### src/rtl/mem_2ps_stream_reader.sv
// ---------------------------------------------------------------------------
// mem_2ps_stream_reader
//
// Purpose:
//   This is the read-side engine for a simple dual-port memory that has a
//   1-cycle registered read. It drains entries in order, from its own issue
//   pointer up to the writer's pointer, and presents them as a valid/ready
//   stream. It sustains full throughput and honours backpressure. It returns
//   its committed read pointer so that the writer can compute "full".
//
//   Entries are committed (freed) only when they are popped from the stream.
//   Up to two entries are outstanding at once, counting both those buffered
//   in the output FIFO and those in flight from the memory.
//
// Ports:
//   clk              clock, all logic on posedge
//   rst              synchronous active-high reset (overrides flush)
//   wr_ptr_i         writer pointer, MSB = wrap bit
//   rd_ptr_o         committed read pointer, MSB = wrap bit
//   flush_i          discard all unreturned entries, jump to wr_ptr_i
//   mem_addr_read_o  memory read address (issue pointer, combinational)
//   mem_data_read_i  memory read data, valid 1 cycle after the address
//   data_o           stream data (FIFO head register)
//   valid_o          stream valid (FIFO occupancy non-zero)
//   ready_i          stream ready
// ---------------------------------------------------------------------------
module mem_2ps_stream_reader #(
  parameter int ADDR_WIDTH = 4,
  parameter int DATA_WIDTH = 8
) (
  input  logic                  clk,
  input  logic                  rst,
  input  logic [ADDR_WIDTH:0]   wr_ptr_i,
  output logic [ADDR_WIDTH:0]   rd_ptr_o,
  input  logic                  flush_i,
  output logic [ADDR_WIDTH-1:0] mem_addr_read_o,
  input  logic [DATA_WIDTH-1:0] mem_data_read_i,
  output logic [DATA_WIDTH-1:0] data_o,
  output logic                  valid_o,
  input  logic                  ready_i
);

  logic [ADDR_WIDTH:0]   r_iss_ptr;
  logic [ADDR_WIDTH:0]   r_rd_ptr;
  logic                  r_inflight;
  logic [1:0]            r_occ;
  logic [DATA_WIDTH-1:0] r_head;
  logic [DATA_WIDTH-1:0] r_tail;

  logic       w_avail;
  logic       w_pop;
  logic       w_push;
  logic [2:0] w_level;
  logic       w_issue;
  logic       w_wr_tail;

  assign w_avail = (r_iss_ptr != wr_ptr_i);
  assign w_pop   = valid_o && ready_i;
  assign w_push  = r_inflight;

  // Outstanding entries after this cycle's pop. Because a pop implies that
  // occ >= 1, this value cannot underflow.
  assign w_level = {1'b0, r_occ} + {2'b00, r_inflight} - {2'b00, w_pop};
  assign w_issue = w_avail && !flush_i && (w_level < 3'd2);

  // The returning word goes into the slot just past the surviving entries.
  // That is the head when the FIFO is empty, or when its single entry is
  // being popped now. Otherwise it is the tail.
  assign w_wr_tail = (r_occ != 2'd0) && !((r_occ == 2'd1) && w_pop);

  always_ff @(posedge clk) begin
    if (rst) begin
      r_iss_ptr  <= '0;
      r_rd_ptr   <= '0;
      r_inflight <= 1'b0;
      r_occ      <= 2'd0;
      r_head     <= '0;
      r_tail     <= '0;
    end else if (flush_i) begin
      // Any pop in this cycle is still seen by the consumer. The committed
      // pointer, however, jumps straight to the writer's pointer.
      r_iss_ptr  <= wr_ptr_i;
      r_rd_ptr   <= wr_ptr_i;
      r_inflight <= 1'b0;
      r_occ      <= 2'd0;
    end else begin
      r_inflight <= w_issue;
      if (w_issue) begin
        r_iss_ptr <= r_iss_ptr + 1'b1;
      end
      if (w_pop) begin
        r_rd_ptr <= r_rd_ptr + 1'b1;
        r_head   <= r_tail;
      end
      // Writing the pushed word after the pop shift lets it override the
      // shifted head when both target the head slot.
      if (w_push) begin
        if (w_wr_tail) begin
          r_tail <= mem_data_read_i;
        end else begin
          r_head <= mem_data_read_i;
        end
      end
      r_occ <= r_occ + {1'b0, w_push} - {1'b0, w_pop};
    end
  end

  assign mem_addr_read_o = r_iss_ptr[ADDR_WIDTH-1:0];
  assign rd_ptr_o        = r_rd_ptr;
  assign data_o          = r_head;
  assign valid_o         = (r_occ != 2'd0);

endmodule

### config.mk
export PLATFORM = sky130hd
export DESIGN_NAME = mem_2ps_stream_reader
export DESIGN_NICKNAME = d
export VERILOG_FILES = /design/src/rtl/mem_2ps_stream_reader.sv
export SDC_FILE = /design/constraint.sdc
export NUM_CORES = 1
export LEC_CHECK = 0
export CELL_PAD_IN_SITES_DETAIL_PLACEMENT = 1
export CELL_PAD_IN_SITES_GLOBAL_PLACEMENT = 1
export CORE_ASPECT_RATIO = 0.7
export CORE_UTILIZATION = 38
export CTS_BUF_LIST = sky130_fd_sc_hd__clkbuf_4 sky130_fd_sc_hd__clkbuf_8
export DETAILED_ROUTE_END_ITERATION = 16
export GPL_TIMING_DRIVEN = 0
export PLACE_DENSITY = 0.82
export SYNTH_ARGS = -nofsm -noshare
export SYNTH_HDL_FRONTEND = slang
export SYNTH_SLANG_ARGS = --single-unit
### constraint.sdc
create_clock -name clk -period 3.9 [get_ports clk]
set_clock_uncertainty 0.15 [all_clocks]
set_input_delay 0.78 -clock clk [delete_from_list [all_inputs] [get_ports clk]]
set_output_delay 0.78 -clock clk [all_outputs]
set_load 0.02 [all_outputs]
# == Word level (Yosys, flattened, before mapping) ==
# Index checks and enable logic that the tools add are counted.
# W data, S select, Z words.
# word_totals
register_bits,29
inputBits,17
output_inout_bits,18
word_cells,35
# classes
magnitude_cmp,1
n_addsub,6
muxes,7
reduce_logical,12
eq_ne,2
bitwise,1
# ops
op,count
$mux W8,3
$mux W5,4
$add A5 B1 Y5 const B,2
$reduce_bool A2 Y1,3
$logic_and A1 B1 Y1,5
$ne A5 B5 Y1,1
$add A2 B1 Y3,1
$lt A3 B2 Y1 const B,1
$reduce_and A3 Y1,1
$sub A3 B1 Y3,1
$add A2 B1 Y2,1
$eq A2 B1 Y1 const B,1
$logic_not A1 Y1,2
$reduce_or A2 Y1,1
$sub A2 B1 Y2,1
$not A1 Y1,1

# == Logic depth before layout (Yosys ltp) ==
# Gate-level depths: netlist (run 1).
# logic_depth
word_depth,7
ltp_mapped,11

# == Least setup slack after synthesis (run 1) ==
# Ideal clock, no wire load.
# synth_path
kind,in2reg
from,in ready_i
to,reg r_iss_ptr[4]
path_stages,10
path_buffers,2
arrival_time_ns,2.853
path_slack_ns,0.794
path_cell_list,clkbuf_1 > nand2_1 > o21bai_1 > ha_1 > fa_1 > or3_1 > a31oi_1 > buf_4 > a311oi_1 > a2111oi_2
# synth_via
elab_chain_len,5
# synth_rtl
element,line_no,text
from (decl),40,input logic ready_i
$logic_and A1 B1 Y1,58,assign w_pop = valid_o && ready_i;
$sub A3 B1 Y3,63,"assign w_level = {1'b0, r_occ} + {2'b00, r_inflight} - {2'b00, w_pop};"
net w_level[1],53,logic [2:0] w_level;
$lt A3 B2 Y1,64,assign w_issue = w_avail && !flush_i && (w_level < 3'd2);
$logic_and A1 B1 Y1,64,
$reduce_bool A2 Y1 (no source line),-,
to (signal assigned),82,r_iss_ptr <= wr_ptr_i;
to (signal assigned),89,r_iss_ptr <= r_iss_ptr + 1'b1;
to (decl),43,logic [ADDR_WIDTH:0] r_iss_ptr;
# The timed path passes the listed nets, and every way through them passes these cells.
# A chain may end at the register's enable or synchronous reset.

# == Worst setup path in the final report (run 1) ==
# Same ends and word-level chain as after synthesis.

==> results of run 1 <==
[per-layer routing]
layer  routed length (µm)  track usage [%]  vias up
met5                    0                0        -
met4                   29             4.81        0
met3                  162             4.75        5
met2                 2180             41.3       29
met1                 2010             27.9      688
li1                     -                -      648
[layout by cell type, fill, tap and decap left out, types with 3 or more instances in the layout]
cell / synthesis / final
clkdlybuf4s50_1: 0 / 32
a21oi_1: 5 / 5
clkbuf_1: 6 / 5
nand2_1: 4 / 4
nor2_1: 18 / 18
buf_4: 5 / 5
nor3b_1: 3 / 3
o22ai_1: 8 / 8
o21bai_1: 3 / 3
mux2i_1: 9 / 9
xnor2_1: 5 / 5
dfxtp_1: 29 / 29
clkbuf_8: 0 / 7
xor2_1: 5 / 5
a211oi_1: 11 / 11
o2bb2ai_1: 8 / 8
ha_1: 3 / 3
inv_1: 6 / 6
[metrics by stage]
stage	total power [mW]	instances	util (%)
floorplan	0.408	156	-
CTS	0.744	246	54.2
global route	0.773	246	54.2
detailed placement	0.472	238	51.4
finish	0.744	246	54.2
global placement	0.463	238	51.4
[cells in the mapped netlist, types with 4 or more instances]
cell,n
mux2i_1,9
a211oi_1,11
buf_4,5
xnor2_1,5
inv_1,6
a21oi_1,5
dfxtp_1,29
o2bb2ai_1,8
clkbuf_1,6
o22ai_1,8
nor2_1,18
xor2_1,5
nand2_1,4
[kinds of logic after synthesis]
| family | share of synthesized area [%] |
|---|---|
| xor+xnor | 5.96 |
| compound gates | 25.6 |
| simple gates | 12.6 |
| fa+ha+maj | 3.92 |
| mux | 6.13 |
| flops | 39.5 |
| buf+inv | 6.30 |
[power groups by stage]
stage | logic [mW] | registers [mW] | clock network (mW)
4_1_cts | 0.142 | 0.325 | 0.277
2_1_floorplan | 0.0703 | 0.337 | 0
6_report | 0.143 | 0.326 | 0.275
3_5_place_dp | 0.140 | 0.332 | 0
3_3_place_gp | 0.134 | 0.330 | 0
5_1_grt | 0.153 | 0.327 | 0.292
[registers in the layout, indices dropped and copies added, names as in the netlist]
signal      cells
r_tail          8
r_occ           2
r_inflight      1
data_o          8
r_iss_ptr       5
rd_ptr_o        5
[worst max-delay path by stage]
| stage | end | depth (start not counted) | slack, ns |
|---|---|---|---|
| 2_1_floorplan | r_iss_ptr[4]$_SDFFE_PP0P_ | 10 | 0.79 |
| 3_3_place_gp | r_iss_ptr[4]$_SDFFE_PP0P_ | 11 | 0.03 |
| 3_5_place_dp | r_iss_ptr[4]$_SDFFE_PP0P_ | 11 | -0.12 |
| 4_1_cts | r_iss_ptr[4]$_SDFFE_PP0P_ | 11 | 0.11 |
| 5_1_grt | r_iss_ptr[4]$_SDFFE_PP0P_ | 11 | 0.17 |
| 6_report | r_iss_ptr[4]$_SDFFE_PP0P_ | 11 | 0.29 |
[layout make-up]
cell class	instances	area share [%]
buffer	13	3.65
multi-input combinational	108	40.7
sequential	29	29.7
clock buffer	7	4.93
inverter	6	1.15
timing repair buffer	32	16.4
clock inverter	1	0.256
tap	50	3.20
[tightest hold or removal path, stage by stage, from the launching register on]
cell      delay [ns]
dfxtp_1         0.31
nor2_1          0.10
a211oi_1        0.05
[what timing repair did]
| item | 4_1_cts | 5_1_grt |
|---|---|---|
| setup endpoints to repair | 0 | 2 |
| hold buffers | 0 | 0 |
| setup buffers | 0 | 0 |
| resized for setup | 0 | 2 |
==> flow_metrics.env, run 1 <==
export IMPL_outcome="finished clean"
export IMPL_worstPathBufferInverterCount=3
export IMPL_min_delay_path_depth=2
export IMPL_multiInputGateArea_um2=796
export IMPL_avgSynthCellArea_um2=9.42
export IMPL_seqCellArea_um2=581
export IMPL_htreeDepth=2
export IMPL_rsz0062_at_grt="false"
export IMPL_fmax_mhz=277
export IMPL_synth_top_cells_by_area="dfxtp_1, mux2i_1, a211oi_1, o2bb2ai_1, nor2_1"
export IMPL_fin_tns_setup_ns=0
export IMPL_seqPwrFrac_pct=43.8
export IMPL_slew_viol_final=0
export IMPL_critPathMaxStageDelay_ns=0.49
export IMPL_cts_buffers=5
export IMPL_wl_per_cell_um=17.8
export IMPL_switchingPower_mw=0.206
export IMPL_vias_per_cell=5.57
export IMPL_fin_ws_ns=0.286
export IMPL_clk_latency_ns=0.28
export IMPL_post_place_ws_ns=-0.117
export IMPL_clock_sinks=29
export IMPL_cp_end_kind="flip-flop"
export IMPL_slew_headroom_pct=55.0
export IMPL_maxCapViolCount=0
export IMPL_die_y_um=54.0
export IMPL_p_per_area_nw_per_um2=380
export IMPL_r2r_end="r_iss_ptr[4]$_SDFFE_PP0P_"
export IMPL_gp_congestion=0.833
export IMPL_nets=216
export IMPL_synth_edff_count=0
export IMPL_drive_above_1_share_pct=10.7
export IMPL_syn_nets=177
export IMPL_setup_viol=0
export IMPL_crit_family="buffers and inverters"
export IMPL_drt_iter0_markers=74
export IMPL_syn_inst=156
export IMPL_place_area_um2=1850
export IMPL_syn_area_um2=1470
export IMPL_power_leakage_nw=0.769
export IMPL_cts_clk_slew_worst_paths_ns=0.07
export IMPL_dp_hpwl_um=3290
export IMPL_grt_usage_pct=22.5
export IMPL_power_share_switching_pct=27.7
export IMPL_p_comb_share_pct=19.2
export IMPL_start_util_pct=40.8
export IMPL_holdCritPathClass="reg2reg"
export IMPL_crit_fanout=10
export IMPL_grt_max_degree=11
export IMPL_final_area_um2=1950
export IMPL_reg2reg_depth=11
export IMPL_antenna_cells=0
export IMPL_vias=1370
export IMPL_cts_tree="done"
export IMPL_drc_errors=0
export IMPL_hold_path_end="data_o[0]$_SDFFE_PP0N_"
export IMPL_ant_nets=0
export IMPL_wl_um=4380
export IMPL_syn_to_final_growth_pct=33.0
export IMPL_ff2ff_setup_slack_ns=0.87
export IMPL_grt_pass1_wl_um=6910
export IMPL_fill_cells=416
export IMPL_cp_arrival_ns=3.64
export IMPL_internal_power_mw=0.537
export IMPL_ir_worst_vdd_mv=0.192
export IMPL_fin_crit_ns=3.61
export IMPL_cts_buffer_depth=2
export IMPL_cts_root_buffer="clkbuf_8"
export IMPL_ys_types=39
export IMPL_async_reset_ff_share_pct=0
export IMPL_p_clk_share_pct=37.0
export IMPL_holdWs_ns=0.352
export IMPL_required_ns=3.93
export IMPL_startpoint="ready_i"
export IMPL_die_w_um=76.3
export IMPL_grt_pass1_vias=1386
export IMPL_cp_slowest_cell="clkdlybuf4s50_1"
export IMPL_core_area_um2=3600
export IMPL_crit_type="in2reg"
export IMPL_grt_ovfl_total=0
export IMPL_ios=35
export IMPL_drt_pass1_iterations=4
export IMPL_crit_chain="clkdlybuf4s50_1 > clkbuf_2 > nand2_1 > o21bai_1 > ha_1 > fa_1 > or3_1 > a31oi_1 > buf_4 > a311oi_1 > a2111oi_2"
export IMPL_ys_flop_type="dfxtp_1"
export IMPL_io_buffers=32
export IMPL_yosys_warnings=0
export IMPL_synth_top_area_cell="dfxtp_1"
export IMPL_synth_seq_cells=29
export IMPL_synth_top_cell_area_share_pct=39.5
export IMPL_num_rows=18
export IMPL_tightest_slew_ns=0.675
export IMPL_worstSetupStartpointType="input port"
export IMPL_min_from="data_o[0]$_SDFFE_PP0N_"
export IMPL_timing_rr_start="r_occ[1]$_SDFF_PP0_"
export IMPL_dieArea_um2=4120
export IMPL_final_hold_violation_count=0
export IMPL_post_route_period_util_pct=92.7
export IMPL_yosysSeqAreaShare_pct=39.5
export IMPL_antenna_found_initial=0
Power figures use the tool's default switching activity.
==> inputs of run 2 (changes only) <==
--- a/config.mk
+++ b/config.mk
@@ -5,14 +5,17 @@
 export SDC_FILE = /design/constraint.sdc
 export NUM_CORES = 1
 export LEC_CHECK = 0
+export ABC_CLOCK_PERIOD_IN_PS = 3900
 export CELL_PAD_IN_SITES_DETAIL_PLACEMENT = 1
 export CELL_PAD_IN_SITES_GLOBAL_PLACEMENT = 1
 export CORE_ASPECT_RATIO = 0.7
+export CORE_MARGIN = 5
 export CORE_UTILIZATION = 38
 export CTS_BUF_LIST = sky130_fd_sc_hd__clkbuf_4 sky130_fd_sc_hd__clkbuf_8
 export DETAILED_ROUTE_END_ITERATION = 16
 export GPL_TIMING_DRIVEN = 0
 export PLACE_DENSITY = 0.82
+export SKIP_CTS_REPAIR_TIMING = 1
 export SYNTH_ARGS = -nofsm -noshare
 export SYNTH_HDL_FRONTEND = slang
 export SYNTH_SLANG_ARGS = --single-unit
==> run 2 against run 1 <==
- cell area decreased by 1.0%
- sequential share of layout area grew 0.31 points
- combinational power shrank 3%
- clock power down 11%
- via count decreased by 3.0%
- sequential power barely moved
- setup slack worse by 0.0057 ns
- non-clock buffer count is 1 lower
- global-route usage shrank 5.7 points
- maximum frequency shrank 0.16%
- largest power group unchanged
==> flow_metrics.env, run 2 (synthesis results as in run 1) <==
export IMPL_drt_pass1_iterations=4
export IMPL_cp_arrival_ns=3.66
export IMPL_ant_nets=0
export IMPL_vias_per_cell=5.42
export IMPL_cts_buffers=5
export IMPL_vias=1329
export IMPL_syn_to_final_growth_pct=31.7
export IMPL_wl_um=4100
export IMPL_ios=35
export IMPL_cp_slowest_cell="clkdlybuf4s50_1"
export IMPL_ir_worst_vdd_mv=0.190
export IMPL_grt_max_degree=11
export IMPL_required_ns=3.94
export IMPL_fin_util_pct=53.3
export IMPL_wl_per_cell_um=16.7
export IMPL_htreeDepth=2
export IMPL_grt_ovfl_total=0
export IMPL_cts_buffer_depth=2
export IMPL_dp_hpwl_um=3250
export IMPL_drt_iter0_markers=48
export IMPL_die_w_um=84.3
export IMPL_cp_end_kind="flip-flop"
export IMPL_seqPwrFrac_pct=45.8
export IMPL_core_area_um2=3630
export IMPL_min_from="r_tail[0]$_SDFFE_PP0P_"
export IMPL_setup_viol=0
export IMPL_die_y_um=62.0
export IMPL_nets=215
export IMPL_p_per_area_nw_per_um2=366
export IMPL_start_util_pct=40.5
export IMPL_cts_clk_slew_worst_paths_ns=0.06
export IMPL_hold_path_end="r_tail[0]$_SDFFE_PP0P_"
export IMPL_power_share_switching_pct=28.3
export IMPL_drive_above_1_share_pct=10.3
export IMPL_slew_headroom_pct=56.4
export IMPL_tightest_slew_ns=0.654
export IMPL_clk_latency_ns=0.28
export IMPL_internal_power_mw=0.508
export IMPL_holdCritPathClass="reg2reg"
export IMPL_final_hold_violation_count=0
export IMPL_final_area_um2=1930
export IMPL_io_buffers=32
export IMPL_p_comb_share_pct=19.6
export IMPL_fin_ws_ns=0.280
export IMPL_timing_rr_start="r_occ[1]$_SDFF_PP0_"
export IMPL_antenna_found_initial=0
export IMPL_maxCapViolCount=0
export IMPL_p_clk_share_pct=34.5
export IMPL_switchingPower_mw=0.201
export IMPL_grt_pass1_wl_um=6650
export IMPL_antenna_cells=0
export IMPL_grt_usage_pct=16.8
export IMPL_grt_pass1_vias=1402
export IMPL_outcome="finished clean"
export IMPL_power_leakage_nw=0.759
export IMPL_slew_viol_final=0
export IMPL_layout_commonest_cell="clkdlybuf4s50_1"
export IMPL_num_rows=18
export IMPL_r2r_end="r_iss_ptr[3]$_SDFFE_PP0P_"
export IMPL_gp_congestion=0.791
export IMPL_ff2ff_setup_slack_ns=0.87
export IMPL_clock_sinks=29
export IMPL_cts_root_buffer="clkbuf_8"
export IMPL_crit_type="in2reg"
export IMPL_cts_tree="done"
export IMPL_fill_cells=433
export IMPL_crit_chain="clkdlybuf4s50_1 > nand2_1 > o21bai_1 > ha_1 > fa_1 > or3_1 > a31oi_1 > buf_4 > a211oi_1 > a311oi_2"
export IMPL_drc_errors=0
export IMPL_min_delay_path_depth=2
export IMPL_fmax_mhz=276
export IMPL_fin_crit_ns=3.62
export IMPL_critPathMaxStageDelay_ns=0.71
export IMPL_place_area_um2=1850
export IMPL_post_route_period_util_pct=92.8
export IMPL_rsz0062_at_grt="false"
export IMPL_mostFrequentLayoutCells="clkdlybuf4s50_1, dfxtp_1, nor2_1"
export IMPL_crit_fanout=11
export IMPL_post_place_ws_ns=-0.153
export IMPL_worstSetupStartpointType="input port"
export IMPL_dieArea_um2=5230
export IMPL_reg2reg_depth=11
-- run 2: cell types whose count changed in the layout (fill, tap and decap cells not counted), sizes merged --
| cell | before | now |
|---|---|---|
| clkbuf | 13 | 11 |
| clkinv | 1 | 2 |
-- run 2: layer usage --
layer | vias up | global-route usage [%] | part of all wire (%)
met4 | 0 | 6.88 | 1.1
met2 | 35 | 28.3 | 46
met3 | 5 | 4.35 | 5.4
li1 | 645 | - | -
met5 | - | 0 | 0
met1 | 644 | 21.1 | 47
-- run 2: cell type report --
| type | instances | area, µm² | share of cell area, % |
|---|---|---|---|
| Clock buffer | 6 | 76.3 | 3.95 |
| Multi-Input combinational cell | 108 | 796 | 41.1 |
| Timing Repair Buffer | 32 | 320 | 16.6 |
| Inverter | 6 | 22.5 | 1.16 |
| Sequential cell | 29 | 581 | 30.0 |
| Tap cell | 50 | 62.6 | 3.23 |
| Clock inverter | 2 | 10.0 | 0.517 |
| Buffer | 12 | 66.3 | 3.43 |
-- run 2: power groups by stage --
stage               logic, mW  registers (mW)  clock network (mW)
finish                  0.139           0.325               0.245
global route            0.150           0.327               0.260
CTS                     0.140           0.324               0.250
detailed placement      0.140           0.331                   0
global placement        0.134           0.330                   0
floorplan              0.0703           0.337                   0
-- run 2: metrics by stage --
stage	total power, mW	TNS [ns]	std cells	hold slack (ns)
after floorplan	0.408	0	156	0.314
after global placement	0.464	0	238	0.327
after detailed placement	0.471	-0.365	238	0.342
after CTS	0.715	0	246	0.358
after global routing	0.737	0	245	0.384
final	0.708	0	245	0.352
-- run 2: critical path, delay by kind of cell --
kind            cells  cell delay (ns)
buf+inv             2             0.94
compound gates      4             0.78
fa+ha+maj           2             0.61
simple gates        2             0.55
-- run 2: how the worst max path moves through the flow --
stage	startpoint	to	slack, ns	depth (start not counted)
5_1_grt	ready_i	r_iss_ptr[4]$_SDFFE_PP0P_	0.12	10
6_report	ready_i	r_iss_ptr[3]$_SDFFE_PP0P_	0.28	10
2_1_floorplan	ready_i	r_iss_ptr[4]$_SDFFE_PP0P_	0.79	10
3_3_place_gp	ready_i	r_iss_ptr[4]$_SDFFE_PP0P_	0.03	11
3_5_place_dp	ready_i	r_iss_ptr[4]$_SDFFE_PP0P_	-0.15	11
4_1_cts	ready_i	r_iss_ptr[4]$_SDFFE_PP0P_	0.15	11
